File: config.mk
export PLATFORM = sky130hd
export DESIGN_NAME = light_sequencer
export DESIGN_NICKNAME = d
export VERILOG_FILES = /design/src/rtl/light_sequencer.sv
export SDC_FILE = /design/constraint.sdc
export NUM_CORES = 1
export LEC_CHECK = 0
export ABC_AREA = 1
export BUFFER_PORTS_ARGS = -buffer_cell sky130_fd_sc_hd__buf_2
export CORE_AREA = 5 5 42 44
export CTS_CLUSTER_DIAMETER = 120
export DETAILED_ROUTE_END_ITERATION = 8
export DIE_AREA = 0 0 47 49
export GPL_TIMING_DRIVEN = 0
export PLACE_DENSITY_LB_ADDON = 0.08
export SETUP_SLACK_MARGIN = 0.2
export SLEW_MARGIN = 40
export SYNTH_ARGS = -nofsm -noshare
export SYNTH_HDL_FRONTEND = slang
export SYNTH_SLANG_ARGS = --single-unit
export TNS_END_PERCENT = 5
File: constraint.sdc
create_clock -name clk -period 0.9 [get_ports clk]
set_clock_uncertainty 0.05 [all_clocks]
set_input_delay 0.045 -clock clk [delete_from_list [all_inputs] [get_ports clk]]
set_output_delay 0.045 -clock clk [all_outputs]
set_load 0.1 [all_outputs]
File: src/rtl/light_sequencer.sv
// Phase controller for one approach: GREEN -> YELLOW -> RED, driving the light counter's load/decrement strobes.
// Optional pedestrian early-exit and walk lamp enabled by defining PED_REQ_EN.
module light_sequencer #(
  parameter int unsigned pINIT_WIDTH     = 3,
  parameter int unsigned pCNT_WIDTH      = 5,
  parameter int unsigned pGREEN_INIT_VAL = 14,
  parameter int unsigned pPED_MIN_GREEN  = 4
) (
  input  logic                   clk,
  input  logic                   rst_n,
  input  logic                   tick,
  input  logic                   hold,
  input  logic                   last,
  input  logic [pCNT_WIDTH-1:0]  cnt_in,
`ifdef PED_REQ_EN
  input  logic                   ped_req,
  output logic                   walk,
`endif
  output logic [pINIT_WIDTH-1:0] init,
  output logic                   en,
  output logic [2:0]             light
);

  localparam int unsigned EW = pCNT_WIDTH + 1;

  typedef enum logic [2:0] {
    G_LD   = 3'd0,
    GREEN  = 3'd1,
    Y_LD   = 3'd2,
    YELLOW = 3'd3,
    R_LD   = 3'd4,
    RED    = 3'd5
  } state_t;

  state_t state, state_next;
  logic   adv;
  logic   ped_exit;

  assign adv = tick & last & ~hold;

`ifdef PED_REQ_EN
  logic          ped_pend;
  logic          walk_arm;
  logic [EW-1:0] elapsed;

  // Elapsed green ticks, computed one bit wider so a stale count cannot alias
  assign elapsed  = EW'(pGREEN_INIT_VAL) - {1'b0, cnt_in};
  assign ped_exit = ped_pend & tick & ~hold & (elapsed >= EW'(pPED_MIN_GREEN));
`else
  logic unused_cfg;
  assign unused_cfg = ^{cnt_in, 32'(pGREEN_INIT_VAL), 32'(pPED_MIN_GREEN), EW};
  assign ped_exit   = 1'b0;
`endif

  // State register
  always_ff @(posedge clk) begin
    if (!rst_n) state <= G_LD;
    else        state <= state_next;
  end

  // Next state and Moore decodes; en is the only input-dependent output
  always_comb begin
    state_next = state;
    init       = '0;
    en         = 1'b0;
    light      = 3'b001;
    unique case (state)
      G_LD: begin
        init       = pINIT_WIDTH'(3'b001);
        state_next = GREEN;
      end
      GREEN: begin
        en = tick & ~last & ~hold;
        if (adv || ped_exit) state_next = Y_LD;
      end
      Y_LD: begin
        init       = pINIT_WIDTH'(3'b010);
        light      = 3'b010;
        state_next = YELLOW;
      end
      YELLOW: begin
        light = 3'b010;
        en    = tick & ~last & ~hold;
        if (adv) state_next = R_LD;
      end
      R_LD: begin
        init       = pINIT_WIDTH'(3'b100);
        light      = 3'b100;
        state_next = RED;
      end
      RED: begin
        light = 3'b100;
        en    = tick & ~last & ~hold;
        if (adv) state_next = G_LD;
      end
      default: state_next = G_LD;
    endcase
  end

`ifdef PED_REQ_EN
  // Pending request survives until the red phase that follows its walk is entered
  always_ff @(posedge clk) begin
    if (!rst_n) begin
      walk     <= 1'b0;
      ped_pend <= 1'b0;
      walk_arm <= 1'b0;
    end else begin
      if (state == GREEN && state_next == Y_LD && ped_pend) walk_arm <= 1'b1;
      if (state != R_LD && state_next == R_LD) begin
        walk     <= walk_arm;
        ped_pend <= ped_req;
        walk_arm <= 1'b0;
      end else begin
        ped_pend <= ped_pend | ped_req;
        if (state != G_LD && state_next == G_LD) walk <= 1'b0;
      end
    end
  end
`endif

endmodule
==> out/results.tsv <==
metric	value	unit
run status	finished with violations	
violations in the final reports	setup timing	
total DRC errors in the routed layout	0	
cell count after placement	70	
total length of routed wires	686	um
number of pins with negative max-slew slack in the final report	0	
via total after detailed routing	322	
top cell types by occurrence after synthesis	nor2_1, nand2_1, inv_1	
horizontal extent of the die	47	um
worst setup path endpoint	en	
min cycle time layout	1.284	ns
starting utilization of the core area	17.41	%
cell types with the largest area share after synthesis	dfxtp_1, nor2_1, nand2_1	
final-stage net count	72	
r2r endpoint	state[2]	
number of flops mapped to enable cells by yosys	0	
cell family contributing the most delay on the critical path	flip-flops	
period utilization	142.6	%
global routing usage summed across all routing layers	7.525	%
arrival time at the worst endpoint	1.19	ns
maximum clock frequency	0.7791	GHz
power density normalized to cell area	1294	nW/um^2
count of input and output buffers	11	
synth unique cells	12	
TritonCTS Buffers	3	
diodes inserted	0	
antenna viol nets, final	0	
portion of total power attributed to combinational logic	46.3	%
maximum clock path buffer count	2	
hold-fix buffers at CTS	0	
CP Launch Point	state[2]	
depth of the critical timing path with buffers and inverters included	4	
violation count after the first detailed-routing iteration	2	
endpoints failing setup	10	
min-delay worst type	input pin to flip-flop	
via count of the first global-routing pass	323	
IR drop worst, VDD	0.0004412	V
number of placement rows	14	
vias per std cell	4.182	
number of clock sinks	3	
highest cell delay on the worst timing path	0.31	ns
leak pwr	0.0002554	uW
share of power burned in the clock network	32.7	%
Net Switching	283.7	uW
Synth area leader	dfxtp_1	
Syn. warnings	0	
switching power as a share of total power	39.91	%
mean instance size in the synthesized netlist	5.674	sq um
sequential element share of the synthesized area	24.62	%
GRT overflow	0	
P&R area growth vs syn	125.1	%
clock slew at the register clock pins of the worst setup and hold paths	0.04	ns
share of cells above drive strength 1	59.02	%
source-to-sink clock delay at the later pin of the worst-skew pair	0.23	ns
I/O Pins	17	
register-to-register setup slack	-0.28	ns
master of the slowest instance on the critical path	dfxtp_2	
maximum number of pins on one net before global-route repair	9	
antenna violations before repair	0	
total of max-cap violations	0	
first drt pass iteration count	4	
Root Buffer	clkbuf_4	
Critical Path Start Type	flip-flop	
top cell type's share of synthesized area	24.62	%
cell chain of the critical path	buf_8 -> a21oi_4 -> and3_4 -> buf_12	
global placement routability congestion	0.6456	
global-route wire length before repair	1242	um
buffer and inverter count on the worst path	2	
Yosys reg bits	3	
most used standard cell by instance count after synthesis	nor2_1	
Worst Slack Setup Final	-0.3835	ns
total nets after synthesis	53	
relative max-transition margin	88.74	%
placed cell area	359.1	sq um
most instantiated flip-flop cell in the synthesis netlist	dfxtp_1	
Worst Setup End Kind	output port	
critical path type	flip-flop to output port	
average routed wire per standard cell	8.909	um
worst path required time	0.81	ns
Die ar.	2303	sq um
DP HPWL	486.5	um
clock tree from TritonCTS	done	
filler-free cell count of the finished design	77	
instance count of the mapped netlist	43	
floorplan core area	1401	sq um
register share of total power	21.0	%
Die Span Y	49	um
highest fanout seen on the critical path	6	
hold violation total from the final report	0	
setup repair after global routing missed its margin	true	
flip-flop count of the largest register after layout	3	
Cell Area, Synth	244.0	sq um
r2r startpoint	state[2]	
Pint	427.1	uW
transition time of the tightest slew-check pin	0.1683	ns
register name with the most flops	state	
async set-reset flop share out of synthesis	0	%
cell depth of the worst flop-to-flop path	8	
finished layout cell area	549.3	sq um
deepest level of the CTS H-tree	1	
leading registers by flop count	state (3)	
worst min-delay path: stages:
cell     delay, ns
buf_2         0.08
inv_1         0.06
a21oi_2       0.09
cell families (layout without fill, tap and decap cells):
family	count (synthesis)	count (layout)	share of synthesized area (%)
DFF	3	3	24.62
buffers and inverters	10	28	21.54
AOI/OAI and AO/OA	4	4	8.201
and+or+nand+nor	26	26	45.64
power groups by stage:
stage	clock network [uW]	logic [uW]	registers, uW
CTS	242	325	149
floorplan	0	207	151
global route	257	344	150
detailed placement	0	245	153
global placement	0	246	154
finish	233	329	149
placed cells by master (no fill, tap or decap), drive strengths merged:
cell type | synthesis | routed
dfxtp | 3 | 3
buf | 2 | 16
nor3 | 1 | 1
clkbuf | 0 | 4
nand2 | 10 | 10
o21ai | 1 | 1
nor2 | 11 | 11
nand3 | 3 | 3
a21oi | 3 | 3
and3 | 1 | 1
inv | 8 | 8
per-layer routing:
metal	track usage (%)	part of all wire [%]
met1	8.753	44
met2	10.18	46
met3	2.583	8.0
met4	6.912	1.9
met5	0	0
worst min-delay path by stage:
| stage | slack, ns | start | depth (start not counted) | end |
|---|---|---|---|---|
| after floorplan | 0.14 | rst_n | 2 | state[1] |
| after CTS | 0.02 | rst_n | 3 | state[1] |
| after global placement | 0.27 | rst_n | 3 | state[1] |
| final | 0.02 | rst_n | 3 | state[1] |
| after detailed placement | 0.27 | rst_n | 3 | state[1] |
| after global routing | 0.04 | rst_n | 3 | state[1] |
area by class of cell:
class / instances / area (sq um)
clock buffer: 4 / 26.28
fill: 159 / 852.1
inverter: 8 / 37.54
multi-input combinational: 30 / 191.4
sequential: 3 / 66.31
buffer: 2 / 30.03
tap: 16 / 20.02
timing repair buffer: 14 / 177.7
stage by stage:
stage          setup slack [ns]  hold slack [ns]  utilization, %  setup TNS [ns]  power, uW
2_1_floorplan           -0.4820           0.1388               -          -2.435      358.2
3_3_place_gp            -0.5793           0.2701           25.62          -2.612      399.5
3_5_place_dp            -0.5417           0.2666           25.62          -2.420      398.4
4_1_cts                 -0.3879          0.02115           38.39          -2.714      716.6
5_1_grt                 -0.4328          0.03602           39.20          -3.195      750.5
6_report                -0.3835          0.02318           39.20          -2.623      710.8
what timing repair did:
item | 4_1_cts | 5_1_grt
pin swaps | 2 | 3
setup endpoints to repair | 10 | 10
buffers inserted | 3 | 0
resized for setup | 40 | 4
Power figures use the tool's default switching activity.
